--- src/rtl/vram_term_ctrl.sv ---
// Character terminal front end: CPU character FIFO feeding VRAM writes, with clear-screen sweep.
// Define VRAM_SCROLL_EN for hardware scrolling via start_row; otherwise the cursor wraps to row 0.
module vram_term_ctrl #(
   parameter int COLS       = 40,
   parameter int ROWS       = 24,
   parameter int FIFO_DEPTH = 4
) (
   input  logic        clk25,
   input  logic        rst,
   input  logic        tx_stb,
   input  logic [7:0]  tx_data,
   input  logic        clr_screen,
   output logic        tx_full,
   output logic        busy,
   output logic        vram_w_en,
   output logic [10:0] vram_w_addr,
   output logic [5:0]  vram_din,
   output logic [4:0]  start_row,
   output logic [10:0] cursor_addr
);
   localparam int         AW       = (FIFO_DEPTH > 1) ? $clog2(FIFO_DEPTH) : 1;
   localparam logic [5:0] LAST_COL = 6'(COLS - 1);
   localparam logic [4:0] LAST_ROW = 5'(ROWS - 1);
   localparam logic [5:0] BLANK    = 6'd32;

   typedef enum logic [1:0] {IDLE, CLEAR, SCROLL} state_e;
   state_e state_q, state_d;

   logic [7:0]    fifo_mem [FIFO_DEPTH];
   logic [AW-1:0] rd_ptr_q, wr_ptr_q;
   logic [AW:0]   count_q;
   logic          fifo_empty, do_pop, do_push, do_flush;

   logic [4:0]  cur_row_q, cur_row_d, start_row_q, start_row_d, sw_row_q, sw_row_d;
   logic [5:0]  cur_col_q, cur_col_d, sw_col_q, sw_col_d;
   logic        wr_en_d;
   logic [10:0] wr_addr_d;
   logic [5:0]  wr_din_d;

   logic [7:0] ch;
   logic       is_nl, is_cr, advance, scroll_hit, sweep_done;
   logic [4:0] next_row, cl_row;
   logic [5:0] cl_col;

   assign tx_full     = (count_q == (AW+1)'(FIFO_DEPTH));
   assign fifo_empty  = (count_q == '0);
   assign do_pop      = (state_q == IDLE) && !clr_screen && !fifo_empty;
   assign do_flush    = clr_screen && (state_q != CLEAR);
   assign do_push     = tx_stb && (!tx_full || do_pop) && !do_flush;

   assign busy        = (state_q != IDLE);
   assign start_row   = start_row_q;
   assign cursor_addr = {cur_row_q, cur_col_q};

   assign ch      = fifo_mem[rd_ptr_q];
   assign is_nl   = (ch == 8'h8D);
   assign is_cr   = (ch == 8'h9B) || (ch == 8'h7F);
   assign advance = do_pop && (is_nl || (!is_cr && cur_col_q == LAST_COL));

`ifdef VRAM_SCROLL_EN
   assign next_row   = cur_row_q + 5'd1;
   assign scroll_hit = (next_row == 5'(start_row_q + 5'(ROWS)));
`else
   assign next_row   = (cur_row_q == LAST_ROW) ? 5'd0 : cur_row_q + 5'd1;
   assign scroll_hit = 1'b0;
`endif

   // A clear request during the sweep restarts it at the origin in the same cycle.
   assign cl_row     = clr_screen ? 5'd0 : sw_row_q;
   assign cl_col     = clr_screen ? 6'd0 : sw_col_q;
   assign sweep_done = (cl_row == LAST_ROW) && (cl_col == LAST_COL);

   // NOTE: sequential state uses non-blocking assignments so every register samples pre-edge values.
   always_ff @(posedge clk25) begin
      if (rst) begin
         state_q     <= IDLE;
         cur_row_q   <= '0;
         cur_col_q   <= '0;
         start_row_q <= '0;
         sw_row_q    <= '0;
         sw_col_q    <= '0;
         vram_w_en   <= 1'b0;
         vram_w_addr <= '0;
         vram_din    <= '0;
      end else begin
         state_q     <= state_d;
         cur_row_q   <= cur_row_d;
         cur_col_q   <= cur_col_d;
         start_row_q <= start_row_d;
         sw_row_q    <= sw_row_d;
         sw_col_q    <= sw_col_d;
         vram_w_en   <= wr_en_d;
         vram_w_addr <= wr_addr_d;
         vram_din    <= wr_din_d;
      end
   end

   always_ff @(posedge clk25) begin
      if (rst || do_flush) begin
         rd_ptr_q <= '0;
         wr_ptr_q <= '0;
         count_q  <= '0;
      end else begin
         if (do_push) wr_ptr_q <= (wr_ptr_q == AW'(FIFO_DEPTH - 1)) ? '0 : wr_ptr_q + AW'(1);
         if (do_pop)  rd_ptr_q <= (rd_ptr_q == AW'(FIFO_DEPTH - 1)) ? '0 : rd_ptr_q + AW'(1);
         case ({do_push, do_pop})
            2'b10:   count_q <= count_q + (AW+1)'(1);
            2'b01:   count_q <= count_q - (AW+1)'(1);
            default: count_q <= count_q;
         endcase
      end
   end

   // NOTE: storage array has no reset; the pointers alone define which entries are valid.
   always_ff @(posedge clk25) begin
      if (do_push) fifo_mem[wr_ptr_q] <= tx_data;
   end

   always_comb begin
      state_d = state_q;
      unique case (state_q)
         IDLE:    if (clr_screen) state_d = CLEAR;
                  else if (advance && scroll_hit) state_d = SCROLL;
         SCROLL:  if (clr_screen) state_d = CLEAR;
                  else if (sw_col_q == LAST_COL) state_d = IDLE;
         CLEAR:   if (sweep_done) state_d = IDLE;
         default: state_d = IDLE;
      endcase
   end

   // NOTE: every signal gets a default before the case so no path leaves one unassigned (no latches).
   always_comb begin
      wr_en_d     = 1'b0;
      wr_addr_d   = vram_w_addr;
      wr_din_d    = vram_din;
      cur_row_d   = cur_row_q;
      cur_col_d   = cur_col_q;
      start_row_d = start_row_q;
      sw_row_d    = sw_row_q;
      sw_col_d    = sw_col_q;
      unique case (state_q)
         IDLE: begin
            sw_row_d = '0;
            sw_col_d = '0;
            if (do_pop) begin
               if (is_nl || is_cr) begin
                  cur_col_d = '0;
               end else begin
                  wr_en_d   = 1'b1;
                  wr_addr_d = {cur_row_q, cur_col_q};
                  wr_din_d  = {~ch[6], ch[4:0]};
                  cur_col_d = cur_col_q + 6'd1;
               end
               if (advance) begin
                  cur_col_d = '0;
                  cur_row_d = next_row;
                  if (scroll_hit) start_row_d = start_row_q + 5'd1;
               end
            end
         end
         SCROLL: begin
            if (clr_screen) begin
               sw_col_d = '0;
            end else begin
               wr_en_d   = 1'b1;
               wr_addr_d = {cur_row_q, sw_col_q};
               wr_din_d  = BLANK;
               sw_col_d  = sw_col_q + 6'd1;
            end
         end
         CLEAR: begin
            wr_en_d   = 1'b1;
            wr_addr_d = {cl_row, cl_col};
            wr_din_d  = BLANK;
            if (cl_col == LAST_COL) begin
               sw_col_d = '0;
               sw_row_d = cl_row + 5'd1;
            end else begin
               sw_row_d = cl_row;
               sw_col_d = cl_col + 6'd1;
            end
            if (sweep_done) begin
               cur_row_d   = '0;
               cur_col_d   = '0;
               start_row_d = '0;
            end
         end
         default: ;
      endcase
   end
endmodule

--- config.mk ---
export PLATFORM = sky130hd
export DESIGN_NAME = vram_term_ctrl
export DESIGN_NICKNAME = d
export VERILOG_FILES = /design/src/rtl/vram_term_ctrl.sv
export SDC_FILE = /design/constraint.sdc
export NUM_CORES = 1
export LEC_CHECK = 0
export BUFFER_PORTS_ARGS = -buffer_cell sky130_fd_sc_hd__buf_2
export CELL_PAD_IN_SITES_DETAIL_PLACEMENT = 0
export CELL_PAD_IN_SITES_GLOBAL_PLACEMENT = 2
export CORE_UTILIZATION = 38
export DETAILED_ROUTE_END_ITERATION = 8
export PLACE_DENSITY = 0.79
export SLEW_MARGIN = 25
export SYNTH_ARGS = -nofsm -noshare
export SYNTH_HDL_FRONTEND = slang
export SYNTH_SLANG_ARGS = --single-unit
--- constraint.sdc ---
create_clock -name clk25 -period 3.6 [get_ports clk25]
set_input_delay 0.18 -clock clk25 [delete_from_list [all_inputs] [get_ports clk25]]
set_output_delay 0.18 -clock clk25 [all_outputs]
set_load 0.005 [all_outputs]
After elaboration in Yosys (flattened, before gate mapping)
Memory sizes are Yosys's and may differ from the RTL's. A register that Yosys moved wholly into a read port is not among the register bits. Index checks and enable logic that the tools add are counted.

Add/sub/neg operators: 9. Eq/ne operators: 23. Multiplexer cells: 41. Reductions and logical operators: 28. Bitwise gates (word level): 1.

Operators by type and width (count): $mux 6 (10); $pmux 6 s3 (2); $mux 11 (3); $pmux 11 s3 (1); $mux 5 (6); $pmux 5 s2 (2); $add 6x1->6 const B (3); $eq 6x6->1 const B (3); $eq 8x8->1 const B (2); $mux 2 (8); $ne 2x2->1 const B (6); $pmux 6 s2 (1); $add 5x1->5 const B (2); $eq 5x5->1 const B (2); $eq 2x2->1 const B (4); $eq 8x7->1 const B (1); $logic_and 1x1->1 (8); $reduce_and 4->1 (2); $pmux 2 s3 (1); $pmux 3 s2 (1); $reduce_and 3->1 (2); $reduce_bool 2->1 (3); $logic_not 1->1 (5); $logic_or 1x1->1 (5); 13 further kinds (19).

Output and inout port bits: 36. Bits of input ports: 12. Register bits after elaboration: 49. RAM bits: 32. Memories: 1. Logic and storage cells: 114.

Memory list: fifo_mem (depth 4, bits a word 8, read ports 1, clocked after memory_dff 1, write ports 1, line 29) `logic [7:0] fifo_mem [FIFO_DEPTH];`.

Longest topological paths before layout
Gate-level depths: netlist of run 1.

Depth after elaboration: 9. Mapped depth: 11. Mapped depth without buffers: 11.

Worst setup path before layout of run 1
Ideal clock, no wire load.

Path type: input to register. From: input clr_screen. To: register cur_row_q[2]. Data required time: 3.526 ns. Buffers on the path: 3. Path slack: 0.862 ns. Setup time: 0.074 ns. Arrival: 2.663 ns. Cell stages on the path: 11. Cell sequence: clkbuf_1 -> clkbuf_1 -> nor2b_1 -> ha_1 -> nor4bb_1 -> and3_1 -> buf_2 -> a41oi_1 -> nor4_2 -> or4b_1 -> a31oi_1.

Longest elaborated chain between the ends: 6. Elaborated cells on any way between the ends: 13. Classes of those cells: eq/ne: 5; mux: 2; reduce/logical: 6.

RTL lines: from (decl) (line 12) `input logic clr_screen,`; branches (longest 5 deep; another with $mux 6); $reduce_and 4->1 (no source line) *; to (signal assigned) (line 87) `cur_row_q <= cur_row_d;`; to (decl) (line 34) `logic [4:0] cur_row_q, cur_row_d, start_row_q, start_row_d, sw_row_q, sw_row_d;`.

Every way passes the cells marked *. A chain may end at the register's enable or synchronous reset.

==> impl_results.html, run 1 <==
<table>
<tr><th>Metric</th><th>Value</th></tr>
<tr><th colspan="2">Outcome</th></tr>
<tr><td>Result of the run</td><td>finished clean</td></tr>
<tr><th colspan="2">CTS</th></tr>
<tr><td>Post-CTS setup repair buffer count</td><td>0</td></tr>
<tr><td>Clock root cell</td><td>clkbuf_8</td></tr>
<tr><td>Maximum buffer depth of the clock tree</td><td>2</td></tr>
<tr><td>Clock tree from TritonCTS</td><td>built</td></tr>
<tr><td>Clock sink total</td><td>82</td></tr>
<tr><td>Clock-pin slew of the registers on the worst-case setup and hold paths</td><td>0.10 ns</td></tr>
<tr><td>Count of hold buffers inserted by post-cts repair</td><td>0</td></tr>
<tr><td>TritonCTS buffer count</td><td>9</td></tr>
<tr><td>Resized cells post-CTS</td><td>0</td></tr>
<tr><td>Latest clock arrival within the worst-skew pair</td><td>0.36 ns</td></tr>
<tr><td>Clock H-tree levels</td><td>3</td></tr>
<tr><th colspan="2">Logic synthesis</th></tr>
<tr><td>Most area-hungry cell type in the Yosys netlist</td><td>dfxtp_1</td></tr>
<tr><td>Number of warnings issued by yosys</td><td>0</td></tr>
<tr><td>Count of mapped cells out of synthesis</td><td>338</td></tr>
<tr><td>Fraction of synthesis flops using an asynchronous set or reset pin</td><td>0</td></tr>
<tr><td>Count of flip-flops with a built-in enable after synthesis</td><td>32</td></tr>
<tr><td>Post-synth cell types</td><td>just under 60</td></tr>
<tr><td>Synthesis-stage register bit count</td><td>82</td></tr>
<tr><td>Fraction of post-synthesis cell area in the top cell type by area</td><td>0.2672</td></tr>
<tr><td>Proportion of synthesized chip area in sequential cells</td><td>0.5237</td></tr>
<tr><td>Synthesized area</td><td>0.003746 mm2</td></tr>
<tr><td>Per-instance average area after synthesis</td><td>11.08 um2</td></tr>
<tr><td>Dominant register cell in the synthesized netlist</td><td>dfxtp_1</td></tr>
<tr><td>Top cells by area in the synthesized netlist</td><td>dfxtp_1 27%, edfxtp_1 26%, mux4_1 3.5%, ha_1 3.3%, nor2_1 3.2%</td></tr>
<tr><th colspan="2">GRT</th></tr>
<tr><td>All-layer global routing usage</td><td>0.1659</td></tr>
<tr><td>Wire length of the first global-routing pass</td><td>approximately 13,000 um</td></tr>
<tr><td>Overflow after GRT</td><td>0</td></tr>
<tr><td>Largest net degree at the start of global routing</td><td>31</td></tr>
<tr><td>Via count of the first global-routing pass</td><td>between 2,000 and 3,000</td></tr>
<tr><td>Initial antenna violation count</td><td>0</td></tr>
<tr><th colspan="2">Power</th></tr>
<tr><td>Power Total</td><td>0.001833 W</td></tr>
<tr><td>Power Density</td><td>434.9 mW/mm2</td></tr>
<tr><td>Gate power share</td><td>0.086</td></tr>
<tr><td>Reported net switching power</td><td>0.0004998 W</td></tr>
<tr><td>Maximum ir drop on the vdd rail</td><td>225.7 uV</td></tr>
<tr><td>Design internal power</td><td>0.001333 W</td></tr>
<tr><td>Switching share of power</td><td>0.2726</td></tr>
<tr><td>Static leakage</td><td>1.573 nW</td></tr>
<tr><td>Sequential power share</td><td>0.551</td></tr>
<tr><td>Share of power burned in the clock network</td><td>0.364</td></tr>
<tr><th colspan="2">STA</th></tr>
<tr><td>Clk_skew</td><td>0.01173 ns</td></tr>
<tr><td>Setup repair after global routing missed its margin</td><td>no</td></tr>
<tr><td>Post-layout min period</td><td>3.017 ns</td></tr>
<tr><td>Post-route setup slack</td><td>0.5829 ns</td></tr>
<tr><td>Final setup TNS</td><td>0 ns</td></tr>
<tr><td>Final-report max-slew violation count</td><td>0</td></tr>
<tr><td>Max-Slew Margin vs Limit</td><td>0.6009</td></tr>
<tr><td>Max Freq</td><td>between 300 and 400 MHz</td></tr>
<tr><td>Final Hold Fails</td><td>0</td></tr>
<tr><td>Final critical-path share of the clock period</td><td>0.8381</td></tr>
<tr><td>Endpoints failing setup</td><td>0</td></tr>
<tr><td>Least-Margin Pin Slew</td><td>roughly 0.60 ns</td></tr>
<tr><th colspan="2">Critical path</th></tr>
<tr><td>FF-to-FF End</td><td>vram_din[2]</td></tr>
<tr><td>Cells along the critical path</td><td>mux4_2, or3b_2, o22a_1, o21ai_2, buf_4, nand2_1, a21oi_1</td></tr>
<tr><td>Critical Path Max Stage Delay</td><td>0.65 ns</td></tr>
<tr><td>Required time at the worst-slack endpoint</td><td>3.89 ns</td></tr>
<tr><td>Kind of capture point of the worst setup path</td><td>flip-flop</td></tr>
<tr><td>Slowest CP cell</td><td>dfxtp_1</td></tr>
<tr><td>Crit Path Class</td><td>reg2reg</td></tr>
<tr><td>Data arrival time of the worst path</td><td>around 3.3 ns</td></tr>
<tr><td>Worst R2R Setup Slack</td><td>0.58 ns</td></tr>
<tr><td>Startpoint class of the critical path</td><td>flip-flop</td></tr>
<tr><td>Critical path peak fanout</td><td>13</td></tr>
<tr><td>Reg2reg path depth</td><td>7</td></tr>
<tr><th colspan="2">Die</th></tr>
<tr><td>Core ar.</td><td>0.009415 mm2</td></tr>
<tr><td>I/O pin total</td><td>48</td></tr>
<tr><td>Cell row count</td><td>35</td></tr>
<tr><td>Die boundary width</td><td>101.3 um</td></tr>
<tr><td>Starting utilization of the core area</td><td>0.3979</td></tr>
<tr><td>Die Span Y</td><td>101.3 um</td></tr>
<tr><td>DIE AREA</td><td>0.01026 mm2</td></tr>
<tr><th colspan="2">Routing</th></tr>
<tr><td>Final WL</td><td>7601 um</td></tr>
<tr><td>Initial DRT Pass Iterations</td><td>4</td></tr>
<tr><td>Avg WL per Cell</td><td>roughly 15 um</td></tr>
<tr><td>First DRT Iteration DRCs</td><td>91</td></tr>
<tr><td>Remaining DRCs</td><td>0</td></tr>
<tr><td>Number of vias per cell</td><td>4.934</td></tr>
<tr><td>Via count</td><td>2,536</td></tr>
<tr><td>Remaining number of nets flagged by the antenna check after routing</td><td>0</td></tr>
<tr><th colspan="2">Worst hold path</th></tr>
<tr><td>Hold path start</td><td>tx_data[7]</td></tr>
<tr><td>Worst hold-check path type</td><td>in2reg</td></tr>
<tr><td>Worst hold path depth</td><td>1</td></tr>
<tr><td>Worst min-delay path endpoint</td><td>fifo_mem[1][7]</td></tr>
<tr><th colspan="2">Final layout</th></tr>
<tr><td>Post-route insts no fill</td><td>between 500 and 600</td></tr>
<tr><td>Layout net count</td><td>403</td></tr>
<tr><td>Final antenna diode count</td><td>0</td></tr>
<tr><td>Fraction of final layout cells sized beyond drive strength 1</td><td>0.2052</td></tr>
<tr><td>Final instance area</td><td>0.004215 mm2</td></tr>
<tr><td>Area of the multi-input gates</td><td>0.001598 mm2</td></tr>
<tr><td>Sequential Area</td><td>between 0.0015 and 0.002 mm2</td></tr>
<tr><td>Layout fillers</td><td>932</td></tr>
<tr><td>Layout Area Growth over Synthesis</td><td>12.52%</td></tr>
<tr><th colspan="2">Placed design</th></tr>
<tr><td>Instance area after placement</td><td>0.004018 mm2</td></tr>
<tr><td>IO buf count</td><td>42</td></tr>
<tr><td>Placer congestion estimate</td><td>0.7442</td></tr>
<tr><td>Number of instances in the placed design</td><td>498</td></tr>
<tr><td>Hpwl dp</td><td>5350 um</td></tr>
<tr><td>Worst setup slack before clock tree synthesis</td><td>0.5795 ns</td></tr>
<tr><th colspan="2">Job</th></tr>
<tr><td>Max-capacitance violation count</td><td>0</td></tr>
</table>
## area by class of cell
| type | instances | area share |
|---|---|---|
| clock buffers | 9 | 0.02939 |
| clock inverters | 7 | 0.01751 |
| inverters | 11 | 0.009795 |
| multi-input cells | 228 | 0.3790 |
| flip-flops and latches | 82 | 0.4654 |
| well taps | 129 | 0.03829 |
| repair buffers | 48 | 0.06055 |
## worst max path at each step
stage	from	to	slack, ns	cells past startpoint
finish	flip-flop	vram_din[2]	0.58	7
global route	flip-flop	vram_w_addr[10]	0.35	6
CTS	flip-flop	vram_din[2]	0.54	7
detailed placement	flip-flop	vram_din[2]	0.58	7
global placement	flip-flop	vram_din[3]	0.66	7
floorplan	clr_screen	cur_row_q[2]	0.86	11
## Yosys cell counts (7+ instances only)
master and instances:
nand3_1 7, nor2b_1 9, nand2_1 31, a221oi_1 7
ha_1 10, edfxtp_1 32, xnor2_1 8, nand2b_1 11
inv_1 11, dfxtp_1 50, a21oi_1 23, nor2_1 32
## routing by layer
| layer | routed length [um] | vias up | GRT usage |
|---|---|---|---|
| li1 | - | 1292 | - |
| met1 | 3789 | 1183 | 0.2318 |
| met2 | 3422 | 53 | 0.2554 |
| met3 | 290 | 8 | 0.04279 |
| met4 | 99 | 0 | 0.04571 |
| met5 | 0 | - | 0 |
## layout by cell type (no fill, tap or decap), types with 6 or more instances in the layout
master and count:
buf_4 6, edfxtp_1 32, nor3_1 6, inv_1 11, a221oi_1 7, a211oi_1 6
buf_2 42, nor2b_1 9, dfxtp_1 50, clkbuf_8 9, o21ai_0 6, a21oi_1 23
nor2_1 32, nand2b_1 11, xnor2_1 8, nand2_1 31, mux2i_1 6, nand3_1 7
ha_1 10
## worst max-delay path, delay by kind of cell, from the launching register on
family | cells | cell delay, ns
buf+inv | 1 | 0.24
compound gates | 3 | 0.88
mux | 1 | 0.62
simple gates | 2 | 0.56
flops | 1 | 0.65
## logic make-up (layout without fill, tap and decap cells)
family / Yosys count / in the layout / share of synthesized area
other: 1 / 5 / 0.001001
multiplexers: 14 / 14 / 0.06914
AND/OR/NAND/NOR: 125 / 125 / 0.1757
XOR/XNOR: 12 / 12 / 0.02806
AO/OA/AOI/OAI: 61 / 61 / 0.1099
buffers and inverters: 32 / 75 / 0.05377
flip-flops: 82 / 82 / 0.5237
adder cells (fa/ha/maj): 11 / 11 / 0.03874
## sequential cells by signal, summed over array words and instances, names as in the netlist, named ones only
register     count
sw_col_q         6
count_q          3
cur_col_q        6
vram_w_en        1
vram_w_addr     11
vram_din         6
fifo_mem        32
rd_ptr_q         2
wr_ptr_q         2
sw_row_q         5
cur_row_q        5
state_q          1
## stage by stage
| stage | util | hold WS [ns] |
|---|---|---|
| after floorplan | - | 0.2789 |
| after global placement | 0.4267 | 0.3895 |
| after detailed placement | 0.4267 | 0.3964 |
| after CTS | 0.4477 | 0.01748 |
| after global routing | 0.4477 | 0.01958 |
| final | 0.4477 | 0.02412 |
## power by group through the flow
stage          Sequential [W]  Clock, W  Combinational [W]
5_1_grt               0.00101  0.000727           0.000178
6_report              0.00101  0.000667           0.000157
4_1_cts               0.00101  0.000685           0.000159
3_5_place_dp          0.00103         0           0.000158
3_3_place_gp          0.00103         0           0.000156
2_1_floorplan         0.00103         0           0.000113
Note: power is estimated with default switching activity, not from simulation.
==> run 2: changes to the inputs <==
Clock period 3.6 ns to 3 ns, I/O delays scaled along.
==> run 2 against run 1 <==
Net effect: global-route usage decreased by 0.68 points; hold slack worse by 0.011 ns; maximum frequency increased by 10%; critical endpoint is now vram_w_addr[3]; largest cell class unchanged.
==> impl_results.html, run 2 (synthesis results as in run 1) <==
<table>
<tr><th>Metric</th><th>Value</th></tr>
<tr><th colspan="2">Final layout</th></tr>
<tr><td>Layout Area Growth over Synthesis</td><td>14.90%</td></tr>
<tr><td>Most common cell after layout, fill and taps aside</td><td>dfxtp_1</td></tr>
<tr><td>Layout net count</td><td>411 (+2.0%)</td></tr>
<tr><td>Area of the multi-input gates</td><td>0.001607 mm2 (+0.55%)</td></tr>
<tr><td>Top register by number of flip-flops</td><td>fifo_mem</td></tr>
<tr><td>Layout fillers</td><td>917 (-1.6%)</td></tr>
<tr><td>Commonest cells after routing, fill and taps aside</td><td>50 x dfxtp_1, 42 x buf_2, 32 x nor2_1, 32 x edfxtp_1, 31 x nand2_1</td></tr>
<tr><td>Largest registers</td><td>fifo_mem x32, vram_w_addr x11</td></tr>
<tr><td>Flip-flop count of the largest register, all copies and words added</td><td>32 (unchanged)</td></tr>
<tr><td>Sequential Area</td><td>0.001962 mm2 (unchanged)</td></tr>
<tr><td>Final antenna diode count</td><td>0 (unchanged)</td></tr>
<tr><td>Fraction of final layout cells sized beyond drive strength 1</td><td>0.2112 (+0.006001)</td></tr>
<tr><th colspan="2">Job</th></tr>
<tr><td>Max-capacitance violation count</td><td>0 (unchanged)</td></tr>
<tr><th colspan="2">CTS</th></tr>
<tr><td>Clock tree from TritonCTS</td><td>built</td></tr>
<tr><td>Clock H-tree levels</td><td>3 (unchanged)</td></tr>
<tr><td>Latest clock arrival within the worst-skew pair</td><td>0.36 ns (about the same)</td></tr>
<tr><td>TritonCTS buffer count</td><td>9 (unchanged)</td></tr>
<tr><td>Maximum buffer depth of the clock tree</td><td>2 (unchanged)</td></tr>
<tr><td>Clock-pin slew of the registers on the worst-case setup and hold paths</td><td>0.09 ns (about the same)</td></tr>
<tr><td>Clock sink total</td><td>82 (unchanged)</td></tr>
<tr><td>Clock root cell</td><td>clkbuf_8</td></tr>
<tr><th colspan="2">Routing</th></tr>
<tr><td>First DRT Iteration DRCs</td><td>81 (-11%)</td></tr>
<tr><td>Remaining number of nets flagged by the antenna check after routing</td><td>0 (unchanged)</td></tr>
<tr><td>Avg WL per Cell</td><td>14.61 um (-1.2%)</td></tr>
<tr><td>Via count</td><td>2,599 (+2.5%)</td></tr>
<tr><td>Final WL</td><td>7627 um (+0.34%)</td></tr>
<tr><td>Number of vias per cell</td><td>4.979 (+0.91%)</td></tr>
<tr><td>Remaining DRCs</td><td>0 (unchanged)</td></tr>
<tr><td>Initial DRT Pass Iterations</td><td>6 (+2)</td></tr>
<tr><th colspan="2">STA</th></tr>
<tr><td>Max-Slew Margin vs Limit</td><td>0.6108 (+0.009922)</td></tr>
<tr><td>Endpoints failing setup</td><td>0 (unchanged)</td></tr>
<tr><td>Final Hold Fails</td><td>0 (unchanged)</td></tr>
<tr><td>Clk_skew</td><td>0.01366 ns (+0.001934 ns)</td></tr>
<tr><td>Max Freq</td><td>366.2 MHz (+10%)</td></tr>
<tr><td>Least-Margin Pin Slew</td><td>0.5838 ns (-0.01480 ns)</td></tr>
<tr><td>Final-report max-slew violation count</td><td>0 (unchanged)</td></tr>
<tr><td>Final setup TNS</td><td>0 ns (unchanged)</td></tr>
<tr><td>Post-layout min period</td><td>2.730 ns (-0.2867 ns)</td></tr>
<tr><td>Final critical-path share of the clock period</td><td>0.9101 (+0.07205)</td></tr>
<tr><td>Setup repair after global routing missed its margin</td><td>no</td></tr>
<tr><th colspan="2">Critical path</th></tr>
<tr><td>Cells along the critical path</td><td>buf_4, mux4_2, or3b_2, o22a_1, o21a_1, a21oi_1, a221oi_1</td></tr>
<tr><td>FF-to-FF End</td><td>vram_w_addr[3]</td></tr>
<tr><td>CP Depth</td><td>7 (unchanged)</td></tr>
<tr><td>Reg2reg path depth</td><td>7 (unchanged)</td></tr>
<tr><td>Critical path peak fanout</td><td>18 (+5)</td></tr>
<tr><td>Kind of capture point of the worst setup path</td><td>flip-flop</td></tr>
<tr><td>Startpoint class of the critical path</td><td>flip-flop</td></tr>
<tr><td>Required time at the worst-slack endpoint</td><td>3.22 ns (-0.67 ns)</td></tr>
<tr><td>Slowest CP cell</td><td>mux4_2</td></tr>
<tr><td>Buffer and inverter count on the worst path</td><td>1 (unchanged)</td></tr>
<tr><td>Crit Path Class</td><td>reg2reg</td></tr>
<tr><td>Critical path destination</td><td>vram_w_addr[3]</td></tr>
<tr><td>Critical Path Max Stage Delay</td><td>0.57 ns (-0.08 ns)</td></tr>
<tr><td>Data arrival time of the worst path</td><td>2.95 ns (-0.35 ns)</td></tr>
<tr><td>Worst R2R Setup Slack</td><td>0.27 ns (-0.31 ns)</td></tr>
<tr><td>Cell type group with the largest total delay on the critical path</td><td>compound AO/OA/AOI/OAI gates</td></tr>
<tr><th colspan="2">Worst hold path</th></tr>
<tr><td>Worst hold-check path type</td><td>in2reg</td></tr>
<tr><th colspan="2">Die</th></tr>
<tr><td>Die boundary width</td><td>101.3 um (unchanged)</td></tr>
<tr><td>Starting utilization of the core area</td><td>0.3979 (unchanged)</td></tr>
<tr><td>I/O pin total</td><td>48 (unchanged)</td></tr>
<tr><td>Die Span Y</td><td>101.3 um (unchanged)</td></tr>
<tr><td>Core ar.</td><td>0.009415 mm2 (unchanged)</td></tr>
<tr><td>DIE AREA</td><td>0.01026 mm2 (unchanged)</td></tr>
<tr><td>Cell row count</td><td>35 (unchanged)</td></tr>
<tr><th colspan="2">Power</th></tr>
<tr><td>Design internal power</td><td>0.001675 W (+26%)</td></tr>
<tr><td>Maximum ir drop on the vdd rail</td><td>203.2 uV (-10%)</td></tr>
<tr><td>Power Total</td><td>0.002249 W (+23%)</td></tr>
<tr><td>Share of power burned in the clock network</td><td>0.373 (+0.009)</td></tr>
<tr><td>Static leakage</td><td>1.615 nW (+2.6%)</td></tr>
<tr><td>Reported net switching power</td><td>0.0005733 W (+15%)</td></tr>
<tr><td>Sequential power share</td><td>0.538 (-0.013)</td></tr>
<tr><td>Switching share of power</td><td>0.2550 (-0.01766)</td></tr>
<tr><td>Power Density</td><td>522.4 mW/mm2 (+20%)</td></tr>
<tr><td>Gate power share</td><td>0.089 (+0.003)</td></tr>
<tr><th colspan="2">GRT</th></tr>
<tr><td>Via count of the first global-routing pass</td><td>2,448 (-4.1%)</td></tr>
<tr><td>Wire length of the first global-routing pass</td><td>12,360 um (-4.3%)</td></tr>
<tr><td>Overflow after GRT</td><td>0 (unchanged)</td></tr>
<tr><td>Largest net degree at the start of global routing</td><td>31 (unchanged)</td></tr>
<tr><td>All-layer global routing usage</td><td>0.1590 (-0.006841)</td></tr>
<tr><td>Initial antenna violation count</td><td>0 (unchanged)</td></tr>
<tr><th colspan="2">Placed design</th></tr>
<tr><td>Hpwl dp</td><td>5447 um (+1.8%)</td></tr>
<tr><td>Placer congestion estimate</td><td>0.7283 (-2.1%)</td></tr>
<tr><td>IO buf count</td><td>42 (unchanged)</td></tr>
<tr><th colspan="2">Outcome</th></tr>
<tr><td>Result of the run</td><td>finished clean</td></tr>
</table>
==> run 2: changes by cell type in the layout (fill, tap and decap cells not counted), sizes merged <==
cell / change
clkinv: +1
dlygate4sd3: +4
buf: +4
bufinv: +1
inv: -2
==> run 2: layout make-up <==
cell class                 instances  share of cell area
sequential                        82              0.4558
multi-input combinational        228              0.3733
timing repair buffer              56             0.07558
tap                              129             0.03750
clock buffer                       9             0.02878
clock inverter                     7             0.01948
inverter                          11            0.009593
==> run 2: through the flow <==
step / util / worst slack [ns] / cell area (um2) / hold slack, ns / instances
4_1_cts: 0.4562 / 0.2561 / 4295 / 0.005081 / 522
6_report: 0.4571 / 0.2696 / 4304 / 0.01279 / 522
5_1_grt: 0.4571 / 0.1050 / 4304 / 0.01094 / 522
3_5_place_dp: 0.4299 / 0.1857 / 4048 / 0.3667 / 502
3_3_place_gp: 0.4299 / 0.2919 / 4048 / 0.3614 / 502
2_1_floorplan: - / 0.2924 / 3761 / 0.2489 / 342
==> run 2: worst min-delay path by stage <==
stage                          start             end  slack (ns)  cells after the start
after global routing      tx_data[4]  fifo_mem[1][4]        0.01                      1
after global placement    tx_data[7]  fifo_mem[2][7]        0.36                      1
final                     tx_data[4]  fifo_mem[1][4]        0.01                      1
after floorplan           tx_data[0]  fifo_mem[0][0]        0.25                      0
after detailed placement  tx_data[7]  fifo_mem[0][7]        0.37                      1
after CTS                 tx_data[0]  fifo_mem[2][0]       0.005                      1
==> run 2: worst reg2reg max path: cells and delay by family (launching register included) <==
family	cells	cell delay, ns
buf+inv	1	0.15
simple gates	1	0.48
mux	1	0.57
flops	1	0.34
compound gates	4	1.06
==> run 2: routing by layer <==
layer  part of all wire  global-route usage  up-vias
li1                   -                   -     1308
met5                  0                   0        -
met4              0.016             0.06355        0
met3              0.031             0.02830       10
met1               0.50              0.2156     1236
met2               0.46              0.2527       45
==> run 2: power by group through the flow <==
| stage | Combinational [W] | Sequential (W) | Clock [W] |
|---|---|---|---|
| 6_report | 0.000200 | 0.00121 | 0.000840 |
| 5_1_grt | 0.000226 | 0.00121 | 0.000900 |
| 4_1_cts | 0.000203 | 0.00121 | 0.000861 |
| 3_5_place_dp | 0.000198 | 0.00124 | 0 |
| 3_3_place_gp | 0.000197 | 0.00123 | 0 |
| 2_1_floorplan | 0.000136 | 0.00123 | 0 |
==> run 2: timing repair <==
action,4_1_cts,5_1_grt
endpoints found under the hold margin,16,0
endpoints found under the setup margin,0,1
setup buffers,0,0
hold buffers,4,0
gates resized for setup,0,1
==> run 3: changes to the inputs <==
--- a/config.mk
+++ b/config.mk
@@ -12,4 +12,5 @@
 export DETAILED_ROUTE_END_ITERATION = 8
 export PLACE_DENSITY = 0.79
+export SKIP_LAST_GASP = 1
 export SLEW_MARGIN = 25
 export SYNTH_ARGS = -nofsm -noshare
==> constraint.sdc (replaced) <==
create_clock -name clk25 -period 3 [get_ports clk25]
set_input_delay 0.6 -clock clk25 [delete_from_list [all_inputs] [get_ports clk25]]
set_output_delay 0.6 -clock clk25 [all_outputs]
set_load 0.005 [all_outputs]
==> run 3 against run 2 <==
Net effect: global-route usage up 0.65 points; via count fell by 0.42%; worst setup slack improved by 0.072 ns; clock power is 10% higher; die area unchanged; clock-buffer cell count did not move; first-iteration DRC count increased by 58%; sequential share of layout area decreased by 0.28 points; non-clock buffer count up 2; cell area rose by 0.61%; critical path type unchanged; largest power group unchanged.
==> impl_results.html, run 3 (synthesis results as in run 1) <==
<table>
<tr><th>Metric</th><th>Value</th></tr>
<tr><th colspan="2">Power</th></tr>
<tr><td>Share of power burned in the clock network</td><td>0.396 (+0.023)</td></tr>
<tr><td>Reported net switching power</td><td>0.0005736 W (about the same)</td></tr>
<tr><td>Design internal power</td><td>0.001759 W (+5.0%)</td></tr>
<tr><td>Static leakage</td><td>1.638 nW (+1.5%)</td></tr>
<tr><td>Power Total</td><td>0.002333 W (+3.8%)</td></tr>
<tr><td>Power Density</td><td>538.7 mW/mm2 (+3.1%)</td></tr>
<tr><td>Gate power share</td><td>0.086 (-0.003)</td></tr>
<tr><td>Switching share of power</td><td>0.2459 (-0.009090)</td></tr>
<tr><td>Maximum ir drop on the vdd rail</td><td>230.1 uV (+13%)</td></tr>
<tr><td>Sequential power share</td><td>0.518 (-0.020)</td></tr>
<tr><th colspan="2">STA</th></tr>
<tr><td>Setup repair after global routing missed its margin</td><td>no</td></tr>
<tr><td>Clk_skew</td><td>0.01023 ns (-0.003435 ns)</td></tr>
<tr><td>Final critical-path share of the clock period</td><td>0.8862 (-0.02393)</td></tr>
<tr><td>Final setup TNS</td><td>0 ns (unchanged)</td></tr>
<tr><td>Final Hold Fails</td><td>0 (unchanged)</td></tr>
<tr><td>Final-report max-slew violation count</td><td>0 (unchanged)</td></tr>
<tr><td>Post-route setup slack</td><td>0.3414 ns (+0.07178 ns)</td></tr>
<tr><td>Post-layout min period</td><td>2.659 ns (-0.07178 ns)</td></tr>
<tr><td>Endpoints failing setup</td><td>0 (unchanged)</td></tr>
<tr><td>Max-Slew Margin vs Limit</td><td>0.6472 (+0.03635)</td></tr>
<tr><td>Max Freq</td><td>376.1 MHz (+2.7%)</td></tr>
<tr><td>Least-Margin Pin Slew</td><td>0.5293 ns (-0.05453 ns)</td></tr>
<tr><th colspan="2">Die</th></tr>
<tr><td>DIE AREA</td><td>0.01026 mm2 (unchanged)</td></tr>
<tr><td>Starting utilization of the core area</td><td>0.3979 (unchanged)</td></tr>
<tr><td>Core ar.</td><td>0.009415 mm2 (unchanged)</td></tr>
<tr><td>Cell row count</td><td>35 (unchanged)</td></tr>
<tr><td>I/O pin total</td><td>48 (unchanged)</td></tr>
<tr><td>Die Span Y</td><td>101.3 um (unchanged)</td></tr>
<tr><td>Die boundary width</td><td>101.3 um (unchanged)</td></tr>
<tr><th colspan="2">Final layout</th></tr>
<tr><td>Core Util, Final</td><td>0.4599 (+0.002791)</td></tr>
<tr><td>Fraction of final layout cells sized beyond drive strength 1</td><td>0.2278 (+0.01665)</td></tr>
<tr><td>Post-route insts no fill</td><td>524 (+0.38%)</td></tr>
<tr><td>Top register by number of flip-flops</td><td>fifo_mem</td></tr>
<tr><td>Final antenna diode count</td><td>0 (unchanged)</td></tr>
<tr><td>Largest registers</td><td>fifo_mem x32, vram_w_addr x11</td></tr>
<tr><td>Layout fillers</td><td>882 (-3.8%)</td></tr>
<tr><td>Layout Area Growth over Synthesis</td><td>15.60%</td></tr>
<tr><td>Commonest cells after routing, fill and taps aside</td><td>50 x dfxtp_1, 42 x buf_2, 32 x nor2_1, 32 x edfxtp_1, 31 x nand2_1</td></tr>
<tr><td>Layout net count</td><td>413 (+0.49%)</td></tr>
<tr><td>Flip-flop count of the largest register, all copies and words added</td><td>32 (unchanged)</td></tr>
<tr><td>Most common cell after layout, fill and taps aside</td><td>dfxtp_1</td></tr>
<tr><th colspan="2">CTS</th></tr>
<tr><td>Maximum buffer depth of the clock tree</td><td>2 (unchanged)</td></tr>
<tr><td>Latest clock arrival within the worst-skew pair</td><td>0.35 ns (about the same)</td></tr>
<tr><td>TritonCTS buffer count</td><td>9 (unchanged)</td></tr>
<tr><td>Clock-pin slew of the registers on the worst-case setup and hold paths</td><td>0.09 ns (about the same)</td></tr>
<tr><td>Count of hold buffers inserted by post-cts repair</td><td>0 (-4)</td></tr>
<tr><td>Resized cells post-CTS</td><td>0 (unchanged)</td></tr>
<tr><td>Post-CTS setup repair buffer count</td><td>0 (unchanged)</td></tr>
<tr><td>Clock sink total</td><td>82 (unchanged)</td></tr>
<tr><td>Clock root cell</td><td>clkbuf_8</td></tr>
<tr><td>Clock tree from TritonCTS</td><td>built</td></tr>
<tr><td>Clock H-tree levels</td><td>3 (unchanged)</td></tr>
<tr><th colspan="2">GRT</th></tr>
<tr><td>All-layer global routing usage</td><td>0.1656 (+0.006546)</td></tr>
<tr><td>Via count of the first global-routing pass</td><td>2,480 (+1.3%)</td></tr>
<tr><td>Wire length of the first global-routing pass</td><td>12,780 um (+3.3%)</td></tr>
<tr><td>Largest net degree at the start of global routing</td><td>30 (-3.2%)</td></tr>
<tr><td>Initial antenna violation count</td><td>0 (unchanged)</td></tr>
<tr><td>Overflow after GRT</td><td>0 (unchanged)</td></tr>
<tr><th colspan="2">Critical path</th></tr>
<tr><td>FF-to-FF End</td><td>vram_w_addr[7]</td></tr>
<tr><td>Crit Path Class</td><td>reg2reg</td></tr>
<tr><td>Cells along the critical path</td><td>buf_4, mux4_2, or3b_2, o22a_1, o21a_1, a21oi_1, a211oi_1</td></tr>
<tr><td>Slowest CP cell</td><td>mux4_2</td></tr>
<tr><td>Kind of capture point of the worst setup path</td><td>flip-flop</td></tr>
<tr><td>Worst R2R Setup Slack</td><td>0.34 ns (+0.07 ns)</td></tr>
<tr><td>Reg2reg path depth</td><td>7 (unchanged)</td></tr>
<tr><td>Data arrival time of the worst path</td><td>2.88 ns (-0.07 ns)</td></tr>
<tr><td>Required time at the worst-slack endpoint</td><td>3.22 ns (about the same)</td></tr>
<tr><td>Critical path peak fanout</td><td>13 (-5)</td></tr>
<tr><td>Startpoint class of the critical path</td><td>flip-flop</td></tr>
<tr><td>Critical Path Max Stage Delay</td><td>0.57 ns (about the same)</td></tr>
<tr><th colspan="2">Routing</th></tr>
<tr><td>Via count</td><td>2,588 (-0.42%)</td></tr>
<tr><td>Final WL</td><td>7629 um (about the same)</td></tr>
<tr><td>Avg WL per Cell</td><td>14.56 um (-0.36%)</td></tr>
<tr><td>Number of vias per cell</td><td>4.939 (-0.80%)</td></tr>
<tr><td>First DRT Iteration DRCs</td><td>128 (+58%)</td></tr>
<tr><td>Remaining DRCs</td><td>0 (unchanged)</td></tr>
<tr><td>Initial DRT Pass Iterations</td><td>4 (-2)</td></tr>
<tr><td>Remaining number of nets flagged by the antenna check after routing</td><td>0 (unchanged)</td></tr>
<tr><th colspan="2">Worst hold path</th></tr>
<tr><td>Worst min-delay path endpoint</td><td>vram_din[1]</td></tr>
<tr><td>Hold path start</td><td>vram_din[1]</td></tr>
<tr><td>Worst hold-check path type</td><td>reg2reg</td></tr>
<tr><td>Worst hold path depth</td><td>2 (+1)</td></tr>
<tr><th colspan="2">Job</th></tr>
<tr><td>Max-capacitance violation count</td><td>0 (unchanged)</td></tr>
<tr><th colspan="2">Placed design</th></tr>
<tr><td>IO buf count</td><td>42 (unchanged)</td></tr>
<tr><td>Worst setup slack before clock tree synthesis</td><td>0.1938 ns (+0.008017 ns)</td></tr>
<tr><td>Placer congestion estimate</td><td>0.7132 (-2.1%)</td></tr>
<tr><td>Number of instances in the placed design</td><td>508 (+1.2%)</td></tr>
<tr><td>Hpwl dp</td><td>5500 um (+0.96%)</td></tr>
<tr><th colspan="2">Outcome</th></tr>
<tr><td>Result of the run</td><td>finished clean</td></tr>
</table>
==> run 3: cell count changes in the layout (fill, tap and decap cells not counted), sizes merged <==
| cell | previous run | this run |
|---|---|---|
| buf | 52 | 58 |
| dlygate4sd3 | 4 | 0 |
| clkinv | 2 | 0 |
| bufinv | 1 | 2 |
| inv | 15 | 16 |
==> run 3: layer usage <==
| metal | GRT usage | routed length (um) |
|---|---|---|
| met3 | 0.02622 | 201 |
| met5 | 0 | 0 |
| met2 | 0.2486 | 3368 |
| met4 | 0.07358 | 140 |
| met1 | 0.2359 | 3918 |
==> run 3: stage by stage <==
step | hold slack [ns] | cell area, um2
after floorplan | 0.4509 | 3769
after global placement | 0.4443 | 4100
after detailed placement | 0.4439 | 4100
after CTS | 0.4354 | 4330
after global routing | 0.4369 | 4330
final | 0.4551 | 4330
==> run 3: worst max-delay path, delay by kind of cell (launching register included) <==
| kind | cells | cell delay, ns |
|---|---|---|
| buffers and inverters | 1 | 0.15 |
| DFF | 1 | 0.34 |
| AOI/OAI and AO/OA | 4 | 0.99 |
| muxes | 1 | 0.57 |
| and+or+nand+nor | 1 | 0.48 |
==> run 3: power by group through the flow <==
stage | Clock [W] | Sequential [W] | Combinational, W
floorplan | 0 | 0.00123 | 0.000136
global placement | 0 | 0.00123 | 0.000201
detailed placement | 0 | 0.00124 | 0.000201
CTS | 0.000956 | 0.00121 | 0.000203
global route | 0.000998 | 0.00121 | 0.000226
finish | 0.000925 | 0.00121 | 0.000200
==> run 3: how the worst max path moves through the flow <==
stage | start | end | slack (ns) | depth (start not counted)
floorplan | clr_screen | cur_row_q[2] | 0.02 | 11
global placement | clr_screen | cur_col_q[4] | 0.21 | 11
detailed placement | clr_screen | cur_col_q[4] | 0.19 | 11
CTS | flip-flop | vram_w_addr[0] | 0.31 | 7
global route | flip-flop | vram_w_addr[1] | 0.20 | 7
finish | flip-flop | vram_w_addr[7] | 0.34 | 7
==> run 3: layout make-up <==
type / count / area (um2) / share of cell area
Tap cell: 129 / 161.4 / 0.03727
Clock inverter: 7 / 106.4 / 0.02456
Inverter: 11 / 41.29 / 0.009535
Clock buffer: 9 / 123.9 / 0.02860
Multi-Input combinational cell: 228 / 1605 / 0.3707
Timing Repair Buffer: 58 / 330.3 / 0.07628
Sequential cell: 82 / 1962 / 0.4530
